$ cat src/rtl/reg_prio_n_be.sv
// N-write-port register with fixed per-lane priority (port 0 wins), byte-lane
// enables, one-level rollback, write-event reporting and a saturating conflict counter.
module reg_prio_n_be #(
  parameter int                 width  = 32,
  parameter int                 nports = 2,
  parameter int                 lanew  = 8,
  parameter logic [width-1:0]   init   = '0,
  parameter int                 cntw   = 8,
  parameter int                 pw     = (nports > 1) ? $clog2(nports) : 1,
  localparam int                lanes  = width / lanew
) (
  input  logic                      CLK,
  input  logic                      RST,
  input  logic [nports*width-1:0]   D_IN,
  input  logic [nports-1:0]         EN,
  input  logic [nports*lanes-1:0]   BE,
  input  logic                      RESTORE,
  input  logic                      CLR_CNT,
  output logic [width-1:0]          Q_OUT,
  output logic [width-1:0]          Q_PREV,
  output logic                      WR_VALID,
  output logic [pw-1:0]             WR_PORT,
  output logic [cntw-1:0]           CONFLICTS
);

  logic [width-1:0] q_out_q, q_out_d;
  logic [width-1:0] q_prev_q, q_prev_d;
  logic             wr_valid_q, wr_valid_d;
  logic [pw-1:0]    wr_port_q, wr_port_d;
  logic [cntw-1:0]  conflicts_q, conflicts_d;

  logic [width-1:0]  merged;
  logic [lanes-1:0]  lane_written;
  logic [nports-1:0] active;
  logic [pw-1:0]     first_port;
  logic              multi_active;
  logic              commit;

  // NOTE: every combinational output gets a default first so no path can infer a latch.
  always_comb begin
    merged       = q_out_q;
    lane_written = '0;
    active       = '0;
    first_port   = '0;
    // Scan ports from lowest priority upward so the lowest index overwrites last.
    for (int i = nports - 1; i >= 0; i--) begin
      active[i] = EN[i] && (|BE[i*lanes +: lanes]);
      if (active[i]) first_port = pw'(i);
      for (int l = 0; l < lanes; l++) begin
        if (EN[i] && BE[i*lanes + l]) begin
          merged[l*lanew +: lanew] = D_IN[i*width + l*lanew +: lanew];
          lane_written[l]          = 1'b1;
        end
      end
    end
    // Two or more bits set iff clearing the lowest set bit leaves something.
    multi_active = |(active & (active - 1'b1));
    commit       = (|lane_written) && !RESTORE;
  end

  always_comb begin
    q_out_d     = q_out_q;
    q_prev_d    = q_prev_q;
    wr_valid_d  = 1'b0;
    wr_port_d   = wr_port_q;
    conflicts_d = conflicts_q;

    if (RESTORE) begin
      q_out_d = q_prev_q;
    end else if (commit) begin
      q_out_d    = merged;
      q_prev_d   = q_out_q;
      wr_valid_d = 1'b1;
      wr_port_d  = first_port;
    end

    // Conflicts are counted even when RESTORE discards the writes.
    if (CLR_CNT) begin
      conflicts_d = '0;
    end else if (multi_active && (conflicts_q != {cntw{1'b1}})) begin
      conflicts_d = conflicts_q + 1'b1;
    end
  end

  // NOTE: sequential state uses non-blocking assignments so all registers update together.
  always_ff @(posedge CLK or posedge RST) begin
    if (RST) begin
      q_out_q     <= init;
      q_prev_q    <= init;
      wr_valid_q  <= 1'b0;
      wr_port_q   <= '0;
      conflicts_q <= '0;
    end else begin
      q_out_q     <= q_out_d;
      q_prev_q    <= q_prev_d;
      wr_valid_q  <= wr_valid_d;
      wr_port_q   <= wr_port_d;
      conflicts_q <= conflicts_d;
    end
  end

  assign Q_OUT     = q_out_q;
  assign Q_PREV    = q_prev_q;
  assign WR_VALID  = wr_valid_q;
  assign WR_PORT   = wr_port_q;
  assign CONFLICTS = conflicts_q;

endmodule

$ cat config.mk
export PLATFORM = sky130hd
export DESIGN_NAME = reg_prio_n_be
export DESIGN_NICKNAME = d
export VERILOG_FILES = /design/src/rtl/reg_prio_n_be.sv
export SDC_FILE = /design/constraint.sdc
export NUM_CORES = 1
export LEC_CHECK = 0
export BUFFER_PORTS_ARGS = -buffer_cell sky130_fd_sc_hd__buf_2
export CORE_UTILIZATION = 37
export DETAILED_ROUTE_END_ITERATION = 7
export PLACE_DENSITY = 0.73
export SYNTH_ARGS = -nofsm -noshare
export SYNTH_HDL_FRONTEND = slang
export SYNTH_SLANG_ARGS = --single-unit
$ cat constraint.sdc
create_clock -name CLK -period 3.1 [get_ports CLK]
set_input_delay 0.62 -clock CLK [delete_from_list [all_inputs] [get_ports CLK]]
set_output_delay 0.62 -clock CLK [all_outputs]
set_load 0.02 [all_outputs]
==> results.json, run 1 <==
{
  "synth_area_mm2": 0.003709,
  "synth-edff-count": 0,
  "finalCoreUtilization_pct": 49.65,
  "io_pins": 152,
  "grt_usage_pct": 19.47,
  "cts.htree.levels": 3,
  "portBuffers": 151,
  "row_count": 36,
  "startpoint_type": "input port",
  "synth_seq_cells": 74,
  "die_y_um": 102.1,
  "crit_family": "simple AND/OR/NAND/NOR gates",
  "clock-sinks": 74,
  "first_pass_iters": 4,
  "clock_latency_ps": 340,
  "cp.arrival_ps": 2700,
  "slew_viol_final": 0,
  "dp.cells": 612,
  "ys.flop_type": "dfrtp_1",
  "final-setup-viol-count": 0,
  "drv_cap": 0,
  "cts_resized": 0,
  "yosysTopAreaCell": "dfrtp_1",
  "first_iter_violations": 93,
  "peakVddDrop_v": 0.0002331,
  "start_util_pct": 38.12,
  "holdWs_ps": 334.4,
  "die_w_um": 102.1,
  "drive_above_1_share_pct": 43.64,
  "cp_max_fo": 29,
  "holdCritPathClass": "in2async",
  "critPathCaptureType": "register",
  "required_ps": 3330,
  "routed_wl_um": 9933,
  "hold_violations": 0,
  "clkTransAtPathRegs_ps": 80,
  "cts_buffers": 9,
  "power_leakage_nw": 2.570,
  "post_drt_wl_per_cell_um": 15.82,
  "stdcell_area_mm2": 0.004831,
  "outcome": "completed",
  "postRouteAntennaNets": 0,
  "ys_warn_count": 0,
  "antenna_found_initial": 0,
  "seq_area_frac_synth_pct": 49.93,
  "hpwl_um": 7013,
  "grt_max_degree": 75,
  "slowest_stage": "nor2_4",
  "synth_nets": 422,
  "power_density_mw_per_mm2": 662.9,
  "crit_path_cell_trace": "buf_2 -> a22o_1 -> nor4_2 -> nor2_4 -> buf_4 -> mux2_2",
  "cts_tree": "done",
  "tightest_slew_ps": 1170,
  "via_per_inst": 5.207,
  "yosysUniqueCellTypes": 31,
  "grt.overflow.total": 0,
  "dpl_cell_area_mm2": 0.004602,
  "crit_type": "in2reg",
  "gp_congestion": 0.7622,
  "post-route-drc-count": 0,
  "layout.nets": 569,
  "cts-root-buf": "clkbuf_8",
  "fin_skew_ps": 5.954,
  "grt_pass1_wl_um": 15390,
  "critPathMaxStageDelay_ps": 880,
  "timing.final.crit_share_pct": 79.86,
  "cp_num_buf_inv": 2,
  "fin_cells": 628,
  "syn_inst": 343,
  "cts_max_path_buffers": 2,
  "synth.avg_cell_area_um2": 10.81,
  "rsz0062_at_grt": "no",
  "n_antenna_cell": 0,
  "yosys-top-cells-area": "dfrtp_1 (50%), mux2_4 (12%), a311oi_1 (7.8%), a21o_1 (6.5%), nand3_1 (4.7%)",
  "clock.fmax_mhz": 403.9,
  "relSlewSlack_pct": 21.81,
  "vias": 3270,
  "cts_setup_buffers": 0,
  "finalCriticalPeriod_ps": 2476,
  "fp.dieArea_mm2": 0.01043,
  "synthArstFlopShare_pct": 100.0,
  "setup-tns-final_ps": 0,
  "cts_hold_buf": 0,
  "grt_pass1_vias": 2933,
  "synthToLayoutAreaGrowth_pct": 30.26,
  "core_mm2": 0.009729,
  "synth_top_area_share_pct": 49.93
}
[worst reg2reg max path, cell delays in order (launching register included)]
cell and delay (ps):
dfrtp_1 420, ha_1 280, nand3_1 120, o211ai_2 190, or4_1 440, a21oi_1 160
[through the flow]
stage                     power [mW]  worst slack [ps]
after floorplan                1.999             598.4
final                          3.202             624.3
after detailed placement       2.375             226.9
after CTS                      3.231             607.7
after global placement         2.351             304.2
after global routing           3.380             471.2
[layout make-up]
type | count | area [um^2]
Tap cell | 133 | 166.4
Clock inverter | 4 | 73.82
Sequential cell | 74 | 1852
Timing Repair Buffer | 163 | 858.3
Fill cell | 926 | 4898
Clock buffer | 12 | 155.1
Multi-Input combinational cell | 239 | 1713
Inverter | 3 | 12.51
[metal layers]
layer  part of all wire, %  GRT usage [%]  wire length (um)  up-vias
met4                   1.8          8.571               181        0
met1                    45          25.89              4515     1598
met2                    49          31.44              4830      104
li1                      -              -                 -     1553
met5                     0              0                 0        -
met3                   4.1          3.146               406       15
[synth_stat cells, types with 2 or more instances]
master	instances
inv_1	3
buf_2	8
nand3_1	35
a311oi_1	33
mux2_2	5
mux2_4	29
or3_1	3
dfrtp_1	74
nor2_1	35
a22o_1	4
clkbuf_1	9
nor2b_1	2
buf_6	3
nand2_1	37
buf_1	6
a21oi_1	7
a21o_1	32
nand4_1	2
o41a_1	2
o21ai_0	3
[logic make-up after synthesis]
family | synth area share, %
xor+xnor | 0.2362
compound gates | 17.71
simple gates | 14.24
mux | 13.53
fa+ha+maj | 0.3373
flops | 49.93
buf+inv | 4.015
[flip-flops by register name, indices dropped and copies added, names as in the netlist]
register / flops
Q_OUT: 32
WR_PORT: 1
WR_VALID: 1
CONFLICTS: 8
Q_PREV: 32
[placed cells by master, fill, tap and decap left out, types with 3 or more instances in the layout]
master | Yosys | final
a21o_1 | 32 | 32
a21oi_1 | 7 | 7
a22o_1 | 4 | 4
a311oi_1 | 33 | 33
buf_2 | 8 | 151
buf_4 | 1 | 11
clkbuf_8 | 0 | 11
dfrtp_1 | 74 | 74
mux2_2 | 5 | 5
mux2_4 | 29 | 29
nand2_1 | 37 | 37
nand3_1 | 35 | 35
nor2_1 | 35 | 35
o21ai_0 | 3 | 3
or3_1 | 3 | 3
[power by group]
| part | leakage [nW] | switching, mW | total [mW] | internal (mW) |
|---|---|---|---|---|
| sequential | 0.919 | 0.175 | 1.35 | 1.17 |
| combinational | 1.53 | 0.559 | 1.01 | 0.448 |
| clock | 0.117 | 0.350 | 0.848 | 0.498 |
| total | 2.57 | 1.08 | 3.20 | 2.12 |
[worst paths after layout]
path / startpoint / endpoint / slack [ps] / cells after the start
hold reg to reg: Q_PREV[27]$_DFFE_PP0P_ / Q_OUT[27]$_DFFE_PP0P_ / 510 / 1
setup / recovery: BE[2] / Q_PREV[27]$_DFFE_PP0P_ / 620 / 6
setup reg to reg: CONFLICTS[0]$_DFFE_PP0P_ / CONFLICTS[5]$_DFFE_PP0P_ / 1410 / 5
min in group CLK: Q_PREV[27]$_DFFE_PP0P_ / Q_OUT[27]$_DFFE_PP0P_ / 510 / 1
hold / removal: RST / Q_OUT[12]$_DFFE_PP0P_ / 330 / 3
max in group asynchronous: RST / CONFLICTS[7]$_DFFE_PP0P_ / 2430 / 3
Power figures use the tool's default switching activity.
==> inputs of run 2 (changes only) <==
Settings changed: PLACE_DENSITY 0.73 to 0.76.
Clock period 3.1 ns to 2.25 ns, I/O delays scaled along.
==> run 2 against run 1 <==
Effect of this change: first-iteration DRC count grew 29%; via count shrank 0.86%; register-to-register slack lost 820 ps; clock power grew 33%; combinational power grew 37%; global-route usage grew 0.16 points; sequential share of layout area is essentially flat; non-clock buffer count grew 1; power grew 36%; critical path type is now reg2reg.
==> results.json, run 2 (synthesis gave the netlist of run 1 again) <==
{
  "finalCriticalPeriod_ps": 1662,
  "outcome": "completed",
  "holdCritPathClass": "in2async",
  "r2r_slack_ps": 590,
  "setup-tns-final_ps": 0,
  "hpwl_um": 7078,
  "layout_commonest_cell": "buf_2",
  "final_cell_mix": "buf_2 (151), dfrtp_1 (74), nand2_1 (37)",
  "grt_pass1_wl_um": 15520,
  "routed_wl_um": 9799,
  "regArea_mm2": 0.001852,
  "dp.cells": 613,
  "fin_cells": 630,
  "grt_max_degree": 65,
  "fp.dieArea_mm2": 0.01043,
  "postRouteAntennaNets": 0,
  "stdcell_area_mm2": 0.004832,
  "slew_viol_final": 0,
  "final-setup-viol-count": 0,
  "drv_cap": 0,
  "grt.overflow.total": 0,
  "cts_hold_buf": 0,
  "post_drt_wl_per_cell_um": 15.55,
  "r2r_cells": 5,
  "multi_input_area_mm2": 0.001713,
  "gp_congestion": 0.7980,
  "required_ps": 2530,
  "hold_violations": 0,
  "rsz0062_at_grt": "no",
  "drive_above_1_share_pct": 43.75,
  "cp.arrival_ps": 1940,
  "nFillCells": 942,
  "timing.rr.start": "CONFLICTS[0]$_DFFE_PP0P_",
  "first_iter_violations": 120,
  "clkTransAtPathRegs_ps": 90,
  "peakVddDrop_v": 0.0004263,
  "antenna_found_initial": 0,
  "post-route-drc-count": 0,
  "portBuffers": 151,
  "cts-root-buf": "clkbuf_8",
  "relSlewSlack_pct": 55.97,
  "cts.htree.levels": 3,
  "layout.nets": 570,
  "start_util_pct": 38.12,
  "fin_skew_ps": 13.83,
  "die_y_um": 102.1,
  "row_count": 36,
  "clock_latency_ps": 350,
  "crit_type": "reg2reg",
  "cts_buffers": 9,
  "tightest_slew_ps": 660.4,
  "cts_setup_buffers": 0,
  "power_leakage_nw": 2.562,
  "critPathCaptureType": "register",
  "io_pins": 152,
  "cts_tree": "done",
  "cts_resized": 0,
  "clock.fmax_mhz": 601.8,
  "startpoint_type": "register",
  "cp_max_fo": 10,
  "dpl_cell_area_mm2": 0.004612,
  "cts_max_path_buffers": 2,
  "core_mm2": 0.009729,
  "power_density_mw_per_mm2": 901.9,
  "clock-sinks": 74,
  "timing.final.crit_share_pct": 73.85,
  "grt_pass1_vias": 3099,
  "die_w_um": 102.1,
  "synthToLayoutAreaGrowth_pct": 30.30,
  "grt_usage_pct": 19.64,
  "vias": 3242,
  "first_pass_iters": 5,
  "r2r-end": "CONFLICTS[5]$_DFFE_PP0P_",
  "via_per_inst": 5.146
}
run 2: critical path, cell delays in order, from the launching register on:
cell and delay [ps]:
dfrtp_1 420, ha_1 270, nand3_1 120, o211ai_2 180, or4_1 450, a21oi_1 150
run 2: layout make-up:
class / count / area share (%)
clock buffer: 10 / 2.641
tap: 133 / 3.444
multi-input combinational: 239 / 35.45
inverter: 3 / 0.3107
antenna: 1 / 0.05179
clock inverter: 6 / 1.864
sequential: 74 / 38.32
timing repair buffer: 164 / 17.92
run 2: stage by stage:
| step | util, % | total power [mW] | hold WS, ps | setup slack, ps |
|---|---|---|---|---|
| global route | 49.64 | 4.601 | 204.3 | 480.1 |
| floorplan | - | 2.755 | 609.9 | 462.0 |
| global placement | 47.40 | 3.233 | 482.9 | 297.7 |
| CTS | 49.64 | 4.406 | 177.4 | 581.0 |
| detailed placement | 47.40 | 3.267 | 496.8 | 281.0 |
| finish | 49.67 | 4.358 | 167.7 | 588.4 |
run 2: power by group:
part / internal, mW / total (mW) / leakage, nW / switching, mW
logic: 0.617 / 1.38 / 1.54 / 0.762
clock network: 0.629 / 1.13 / 0.107 / 0.499
registers: 1.61 / 1.85 / 0.919 / 0.237
run 2: worst max-delay path by stage:
stage / from / depth (start not counted) / end / slack, ps
floorplan: BE[0] / 6 / Q_PREV[10]$_DFFE_PP0P_ / 460
global placement: EN[0] / 6 / Q_PREV[19]$_DFFE_PP0P_ / 300
global route: CONFLICTS[0]$_DFFE_PP0P_ / 5 / CONFLICTS[5]$_DFFE_PP0P_ / 480
CTS: CONFLICTS[0]$_DFFE_PP0P_ / 5 / CONFLICTS[5]$_DFFE_PP0P_ / 580
detailed placement: EN[0] / 6 / Q_PREV[16]$_DFFE_PP0P_ / 280
finish: CONFLICTS[0]$_DFFE_PP0P_ / 5 / CONFLICTS[5]$_DFFE_PP0P_ / 590
run 2: routing by layer:
metal	global-route usage (%)	vias up	routed length, um	share of wire (%)
li1	-	1551	-	-
met1	23.92	1559	4353	44
met2	34.59	121	4804	49
met3	4.446	11	524	5.3
met4	5.934	0	116	1.2
met5	0	-	0	0
